**config.mk**
```make
export PLATFORM = sky130hd
export DESIGN_NAME = mac_tx
export DESIGN_NICKNAME = d
export VERILOG_FILES = /design/src/rtl/mac_pkg.sv /design/src/rtl/crc32_d8.sv /design/src/rtl/mac_tx.sv
export SDC_FILE = /design/constraint.sdc
export NUM_CORES = 1
export LEC_CHECK = 0
export ABC_AREA = 1
export ABC_CLOCK_PERIOD_IN_PS = 2550
export CORE_UTILIZATION = 62
export DETAILED_ROUTE_END_ITERATION = 7
export PLACE_DENSITY = 0.8
export SLEW_MARGIN = 5
export SYNTH_ARGS = -nofsm -noshare
export SYNTH_HDL_FRONTEND = slang
export SYNTH_SLANG_ARGS = --single-unit
```
**constraint.sdc**
```tcl
create_clock -name clk -period 2.55 [get_ports clk]
set_clock_uncertainty 0.1 [all_clocks]
set_input_delay 0.765 -clock clk [delete_from_list [all_inputs] [get_ports clk]]
set_output_delay 0.765 -clock clk [all_outputs]
set_load 0.02 [all_outputs]
```
**src/rtl/mac_pkg.sv**
```systemverilog
// -----------------------------------------------------------------------------
// mac_pkg
// Shared constants for the Ethernet MAC transmit stage:
//   - GMII framing bytes (preamble, SFD)
//   - CRC-32 polynomial / initial value and a bit-reverse helper
//   - default frame-length limits, inter-frame gap and ready timeout
//   - one-hot state encoding of the transmit FSM
// -----------------------------------------------------------------------------
package mac_pkg;

    localparam logic [7:0]  PREAMBLE_BYTE = 8'h55;
    localparam logic [7:0]  SFD_BYTE      = 8'hD5;

    localparam logic [31:0] CRC32_POLY    = 32'h04C1_1DB7;
    localparam logic [31:0] CRC32_INIT    = 32'hFFFF_FFFF;

    localparam int          DEF_MIN_FRAME_LEN = 60;
    localparam int          DEF_MAX_FRAME_LEN = 1514;
    localparam int          DEF_IFG_CYCLES    = 12;
    localparam logic [15:0] DEF_READY_TIMEOUT = 16'hFFFF;

    typedef enum logic [8:0] {
        ST_IDLE       = 9'b0_0000_0001,
        ST_ACK        = 9'b0_0000_0010,
        ST_WAIT_READY = 9'b0_0000_0100,
        ST_PREAMBLE   = 9'b0_0000_1000,
        ST_DATA       = 9'b0_0001_0000,
        ST_PAD        = 9'b0_0010_0000,
        ST_FCS        = 9'b0_0100_0000,
        ST_IFG        = 9'b0_1000_0000,
        ST_END        = 9'b1_0000_0000
    } state_t;

    // Bit-reverse a 32-bit word; turns the normal-form polynomial into the
    // form used by an LSB-first shift register.
    function automatic logic [31:0] reflect32(input logic [31:0] v);
        logic [31:0] r;
        for (int i = 0; i < 32; i++) begin
            r[i] = v[31-i];
        end
        return r;
    endfunction

endpackage

```
**src/rtl/crc32_d8.sv**
```systemverilog
// -----------------------------------------------------------------------------
// crc32_d8
// Combinational one-byte step of the IEEE 802.3 CRC-32, processed LSB first
// (reflected form). The caller owns the CRC register and the final inversion.
// Ports:
//   crc_in  [31:0]  current CRC register value
//   data    [7:0]   byte to absorb, bit 0 enters first
//   crc_out [31:0]  CRC register value after absorbing data
// -----------------------------------------------------------------------------
module crc32_d8
    import mac_pkg::*;
(
    input  logic [31:0] crc_in,
    input  logic [7:0]  data,
    output logic [31:0] crc_out
);

    localparam logic [31:0] POLY_REFL = reflect32(CRC32_POLY);

    always_comb begin
        logic [31:0] c;
        c = crc_in;
        for (int i = 0; i < 8; i++) begin
            if (c[0] ^ data[i]) begin
                c = (c >> 1) ^ POLY_REFL;
            end else begin
                c = c >> 1;
            end
        end
        crc_out = c;
    end

endmodule

```
**src/rtl/mac_tx.sv**
```systemverilog
// -----------------------------------------------------------------------------
// mac_tx
// Ethernet MAC transmit stage. Grants the upper layer's send request, requests
// the frame bytes, prepends preamble/SFD, zero-pads short frames, truncates
// long ones, appends the CRC-32 FCS, drives GMII and enforces the inter-frame
// gap before reporting completion. Every output is a flop.
// Ports:
//   clk, rst_n       GMII tx clock, asynchronous active-low reset
//   mac_tx_req       upper layer wants to send (level)
//   mac_tx_ack       one-cycle grant pulse
//   mac_tx_ready     upper layer has header/length ready
//   mac_data_req     one-cycle pulse; byte 0 must be presented two cycles later
//   mac_frame_data   upstream frame byte
//   mac_tx_end       marks the last upstream byte
//   mac_send_end     one-cycle pulse once frame and IFG are complete
//   mac_tx_busy      high whenever the FSM is not idle
//   gmii_tx_en/txd   GMII transmit interface
// -----------------------------------------------------------------------------
module mac_tx
    import mac_pkg::*;
#(
    parameter int          MIN_FRAME_LEN = DEF_MIN_FRAME_LEN,
    parameter int          MAX_FRAME_LEN = DEF_MAX_FRAME_LEN,
    parameter int          IFG_CYCLES    = DEF_IFG_CYCLES,
    parameter logic [15:0] READY_TIMEOUT = DEF_READY_TIMEOUT
) (
    input  logic       clk,
    input  logic       rst_n,
    input  logic       mac_tx_req,
    output logic       mac_tx_ack,
    input  logic       mac_tx_ready,
    output logic       mac_data_req,
    input  logic [7:0] mac_frame_data,
    input  logic       mac_tx_end,
    output logic       mac_send_end,
    output logic       mac_tx_busy,
    output logic       gmii_tx_en,
    output logic [7:0] gmii_txd
);

    localparam logic [10:0] MIN_CNT   = 11'(MIN_FRAME_LEN);
    localparam logic [10:0] MAX_CNT   = 11'(MAX_FRAME_LEN);
    localparam logic [15:0] IFG_LAST  = 16'(IFG_CYCLES - 1);
    // Preamble phase numbers, counted from the first gmii_tx_en cycle.
    // Outputs are registered, so each phase decides what goes out next cycle.
    localparam logic [15:0] PRE_DREQ  = 16'd4;
    localparam logic [15:0] PRE_SFD   = 16'd6;

    state_t      state_q, state_d;
    logic [15:0] to_cnt_q, to_cnt_d;
    logic [15:0] phase_q, phase_d;
    logic [10:0] byte_cnt_q, byte_cnt_d;
    logic [10:0] byte_inc;
    logic [31:0] crc_q, crc_d;
    logic [31:0] crc_next;
    logic [31:0] fcs_word;
    logic [7:0]  crc_byte;
    logic        take_byte;

    logic        ack_q, ack_d;
    logic        data_req_q, data_req_d;
    logic        send_end_q, send_end_d;
    logic        busy_q, busy_d;
    logic        tx_en_q, tx_en_d;
    logic [7:0]  txd_q, txd_d;

    // Padding bytes are zeros that still enter the CRC.
    assign crc_byte = (state_q == ST_PAD) ? 8'h00 : mac_frame_data;
    assign fcs_word = ~crc_q;
    assign byte_inc = (byte_cnt_q >= MAX_CNT) ? MAX_CNT : byte_cnt_q + 11'd1;

    crc32_d8 u_crc (
        .crc_in  (crc_q),
        .data    (crc_byte),
        .crc_out (crc_next)
    );

    always_comb begin
        state_d    = state_q;
        to_cnt_d   = to_cnt_q;
        phase_d    = phase_q;
        byte_cnt_d = byte_cnt_q;
        crc_d      = crc_q;
        ack_d      = 1'b0;
        data_req_d = 1'b0;
        send_end_d = 1'b0;
        tx_en_d    = 1'b0;
        txd_d      = 8'h00;
        take_byte  = 1'b0;

        unique case (state_q)
            ST_IDLE: begin
                if (mac_tx_req) begin
                    state_d = ST_ACK;
                    ack_d   = 1'b1;
                end
            end

            ST_ACK: begin
                state_d  = ST_WAIT_READY;
                to_cnt_d = '0;
            end

            ST_WAIT_READY: begin
                // Ready is tested first so it wins over a coincident timeout.
                if (mac_tx_ready) begin
                    state_d    = ST_PREAMBLE;
                    to_cnt_d   = '0;
                    phase_d    = '0;
                    byte_cnt_d = '0;
                    crc_d      = CRC32_INIT;
                    tx_en_d    = 1'b1;
                    txd_d      = PREAMBLE_BYTE;
                end else if (to_cnt_q + 16'd1 == READY_TIMEOUT) begin
                    state_d  = ST_IDLE;
                    to_cnt_d = '0;
                end else begin
                    to_cnt_d = to_cnt_q + 16'd1;
                end
            end

            ST_PREAMBLE: begin
                tx_en_d    = 1'b1;
                phase_d    = phase_q + 16'd1;
                data_req_d = (phase_q == PRE_DREQ);
                if (phase_q < PRE_SFD) begin
                    txd_d = PREAMBLE_BYTE;
                end else if (phase_q == PRE_SFD) begin
                    txd_d = SFD_BYTE;
                end else begin
                    // SFD is on the wire now; byte 0 arrives this cycle.
                    take_byte = 1'b1;
                end
            end

            ST_DATA: begin
                tx_en_d   = 1'b1;
                take_byte = 1'b1;
            end

            ST_PAD: begin
                tx_en_d    = 1'b1;
                txd_d      = 8'h00;
                crc_d      = crc_next;
                byte_cnt_d = byte_inc;
                if (byte_inc >= MIN_CNT) begin
                    state_d = ST_FCS;
                    phase_d = '0;
                end
            end

            ST_FCS: begin
                tx_en_d = 1'b1;
                phase_d = phase_q + 16'd1;
                case (phase_q[1:0])
                    2'd0:    txd_d = fcs_word[7:0];
                    2'd1:    txd_d = fcs_word[15:8];
                    2'd2:    txd_d = fcs_word[23:16];
                    default: txd_d = fcs_word[31:24];
                endcase
                if (phase_q[1:0] == 2'd3) begin
                    state_d = ST_IFG;
                    phase_d = '0;
                end
            end

            ST_IFG: begin
                // The first IFG state cycle still shows the last FCS byte,
                // so the wire is idle for exactly IFG_CYCLES cycles before END.
                if (phase_q == IFG_LAST) begin
                    state_d    = ST_END;
                    phase_d    = '0;
                    send_end_d = 1'b1;
                end else begin
                    phase_d = phase_q + 16'd1;
                end
            end

            ST_END: begin
                state_d = ST_IDLE;
            end

            default: begin
                state_d = ST_IDLE;
            end
        endcase

        // Shared handling of an upstream byte: forward it next cycle, fold it
        // into the CRC and decide whether the payload is finished.
        if (take_byte) begin
            txd_d      = mac_frame_data;
            crc_d      = crc_next;
            byte_cnt_d = byte_inc;
            phase_d    = '0;
            if (mac_tx_end) begin
                state_d = (byte_inc < MIN_CNT) ? ST_PAD : ST_FCS;
            end else if (byte_inc >= MAX_CNT) begin
                state_d = ST_FCS;
            end else begin
                state_d = ST_DATA;
            end
        end

        busy_d = (state_d != ST_IDLE);
    end

    always_ff @(posedge clk or negedge rst_n) begin
        if (!rst_n) begin
            state_q    <= ST_IDLE;
            to_cnt_q   <= '0;
            phase_q    <= '0;
            byte_cnt_q <= '0;
            crc_q      <= CRC32_INIT;
            ack_q      <= 1'b0;
            data_req_q <= 1'b0;
            send_end_q <= 1'b0;
            busy_q     <= 1'b0;
            tx_en_q    <= 1'b0;
            txd_q      <= 8'h00;
        end else begin
            state_q    <= state_d;
            to_cnt_q   <= to_cnt_d;
            phase_q    <= phase_d;
            byte_cnt_q <= byte_cnt_d;
            crc_q      <= crc_d;
            ack_q      <= ack_d;
            data_req_q <= data_req_d;
            send_end_q <= send_end_d;
            busy_q     <= busy_d;
            tx_en_q    <= tx_en_d;
            txd_q      <= txd_d;
        end
    end

    assign mac_tx_ack   = ack_q;
    assign mac_data_req = data_req_q;
    assign mac_send_end = send_end_q;
    assign mac_tx_busy  = busy_q;
    assign gmii_tx_en   = tx_en_q;
    assign gmii_txd     = txd_q;

endmodule

```
==> flow_metrics.tcl <==
set metrics [dict create \
    worst-setup-path-type "reg2reg" \
    max_freq_ghz 0.417 \
    clk_pin_slew_ps 70 \
    cts_tree "yes" \
    synth-seq-area-share 0.348 \
    power_leakage_nw 3.95 \
    synth_async_sr_flop_share 1.00 \
    start_util 0.647 \
    drcViolationCount 0 \
    drtIter0Drc 562 \
    postCtsHoldBufs 0 \
    tritoncts.num_buffers 9 \
    avgSynthCellArea_um2 7.17 \
    yosysMostFrequentCell "nand2_1" \
    antenna_left 0 \
    slew_headroom 0.661 \
    crit_path_max_fanout 10 \
    grt_max_degree 39 \
    fillers 865 \
    wl_per_cell_um 15.4 \
    synth_top_area_frac 0.226 \
    cts_root_buf "clkbuf_16" \
    hold_path_class "in2async" \
    fin_nets 1081 \
    gp_congestion 1.03 \
    period_share 0.939 \
    drv_cap 0 \
    rows 38 \
    grt_first_pass_wirelength_um 30300 \
    yosys.area.top_type "dfrtp_1" \
    ir_worst_vdd_mv 0.661 \
    critical_path.endpoint_type "flop" \
    critPathLaunchType "flop" \
    synth_common_cells "261 x nand2_1, 126 x inv_1, 91 x nand3_1" \
    status "completed" \
    n_antenna_cell 0 \
    track_usage 0.331 \
    grt.overflow.total 0 \
    dr.pass1.iters 5 \
    vias 6718 \
    drive_above_1_share 0.200 \
    slew_violations 0 \
    die_w_um 109 \
    hold_viol 0 \
    holdWs_ps 216 \
    synth_cell_types 53 \
    synth_warnings 0 \
    clock_latency_ps 360 \
    synth-edff-count 0 \
    synthFlopType "dfrtp_1" \
    area_growth_pct 15.2 \
    viasPerCell 5.58 \
    dpl.hpwl_um 13500 \
    fin_crit_ps 2400 \
    synthTopCellsByArea "dfrtp_1 23%, nand2_1 14%, dfstp_2 12%" \
    htree_levels 3 \
    netlist_instances 990 \
    syn_area_mm2 0.00710 \
    clock_path_buffers 2 \
    clock_sinks 97 \
    cp_data_arrival_time_ps 2600 \
    synthesis.nets 1012 \
    numPortBuffers 25 \
    io_pins 26 \
    setup_violations 0 \
    die_area_mm2 0.0119 \
    dieHeight_um 109 \
    tightest_slew_ps 507 \
    totalWireLength_um 18600 \
    ys_ff_latch 97 \
    cellPowerDensity_mw_per_mm2 1080 \
    grt_pass1_vias 6189 \
    core_area_mm2 0.0110 \
    fin_setup_tns_ps 0 \
    crit_required_ps 2750 \
    antenna_found_initial 0 \
]
==> path summary, 6_finish.rpt <==
path                            slack, ps  depth (start not counted)                    from                       to
worst max-delay path                  150                         14  phase_q[0]$_DFFE_PN0P_     crc_q[5]$_DFFE_PN1P_
worst min-delay path                  220                          1                   rst_n  to_cnt_q[4]$_DFFE_PN0P_
worst max register to register        150                         14  phase_q[0]$_DFFE_PN0P_     crc_q[5]$_DFFE_PN1P_
worst min register to register        380                          2   crc_q[21]$_DFFE_PN1P_    crc_q[21]$_DFFE_PN1P_
max in group asynchronous            1460                          2                   rst_n    crc_q[28]$_DFFE_PN1P_
min in group clk                      380                          2   crc_q[21]$_DFFE_PN1P_    crc_q[21]$_DFFE_PN1P_
==> metrics by stage <==
stage               cells  power, mW  utilization  instance area [um^2]  setup WS, ps
floorplan             990       6.00            -                  7100           302
global placement     1186       7.10        0.709                  7780         -84.3
detailed placement   1186       7.21        0.709                  7780          -131
CTS                  1202       8.73        0.737                  8100           122
global route         1204       9.49        0.745                  8180         -15.1
finish               1204       8.83        0.745                  8180           155
==> per-layer routing <==
metal	wire length [um]	vias to the layer above	track usage
li1	-	3339	-
met2	8680	234	0.535
met3	1110	47	0.0442
met5	0	-	0
met1	8180	3098	0.442
met4	594	0	0.147
==> kinds of logic after synthesis <==
logic type               Yosys count  share of synthesized area
AND/OR/NAND/NOR                  562                      0.387
buffers and inverters            158                     0.0928
AO/OA/AOI/OAI                    121                      0.104
flip-flops                        97                      0.348
XOR/XNOR                          43                     0.0530
adder cells (fa/ha/maj)            9                     0.0159
==> cell type report <==
| cell class | instances | area [um^2] | area share |
|---|---|---|---|
| tap | 140 | 175 | 0.0214 |
| sequential | 97 | 2470 | 0.302 |
| multi-input combinational | 735 | 4020 | 0.491 |
| clock inverter | 3 | 65.1 | 0.00795 |
| clock buffer | 13 | 250 | 0.0306 |
| inverter | 141 | 532 | 0.0650 |
| timing repair buffer | 75 | 672 | 0.0821 |
==> repair_timing <==
action                                  CTS  global route
buffers inserted                          0             2
endpoints found under the setup margin    0            25
resized for setup                         0            14
==> critical path, cell delays in order (launching register included) <==
cell	delay, ps
dfrtp_1	440
inv_1	110
ha_1	200
nand3_1	130
a21oi_2	200
nand3_2	100
nand2_4	130
inv_4	60
nor2_8	170
buf_8	180
nor2_1	60
buf_4	150
a21oi_1	160
o21ai_1	90
nand2_1	60
==> cells in the final DEF (no fill, tap or decap), types with 12 or more instances in the layout <==
| cell | instances |
|---|---|
| nand3_1 | 91 |
| dfstp_2 | 33 |
| clkdlybuf4s50_1 | 24 |
| a21oi_1 | 22 |
| o21ai_0 | 34 |
| xor2_1 | 37 |
| nand2_1 | 259 |
| nand4_1 | 14 |
| nor3_1 | 17 |
| inv_2 | 13 |
| nand2_2 | 48 |
| dfrtp_1 | 63 |
| o22ai_1 | 15 |
| o21ai_1 | 15 |
| buf_4 | 46 |
| inv_1 | 126 |
| nor2_1 | 74 |
| nor2_4 | 12 |
==> power by group <==
group / internal (mW) / switching, mW / leakage [nW] / total (mW)
Combinational: 1.63 / 2.75 / 2.59 / 4.38
Sequential: 2.31 / 0.659 / 1.20 / 2.97
Clock: 0.887 / 0.594 / 0.154 / 1.48
Total: 4.83 / 4.00 / 3.95 / 8.83
==> flip-flops by register name, summed over array words and instances, names as in the netlist <==
| signal | count |
|---|---|
| phase_q | 16 |
| state_q | 9 |
| to_cnt_q | 16 |
| byte_cnt_q | 11 |
| crc_q | 32 |
| gmii_txd | 8 |
| mac_data_req | 1 |
| mac_tx_busy | 1 |
| mac_tx_ack | 1 |
| mac_send_end | 1 |
| gmii_tx_en | 1 |
No activity file was read; power rests on OpenSTA's default activity.
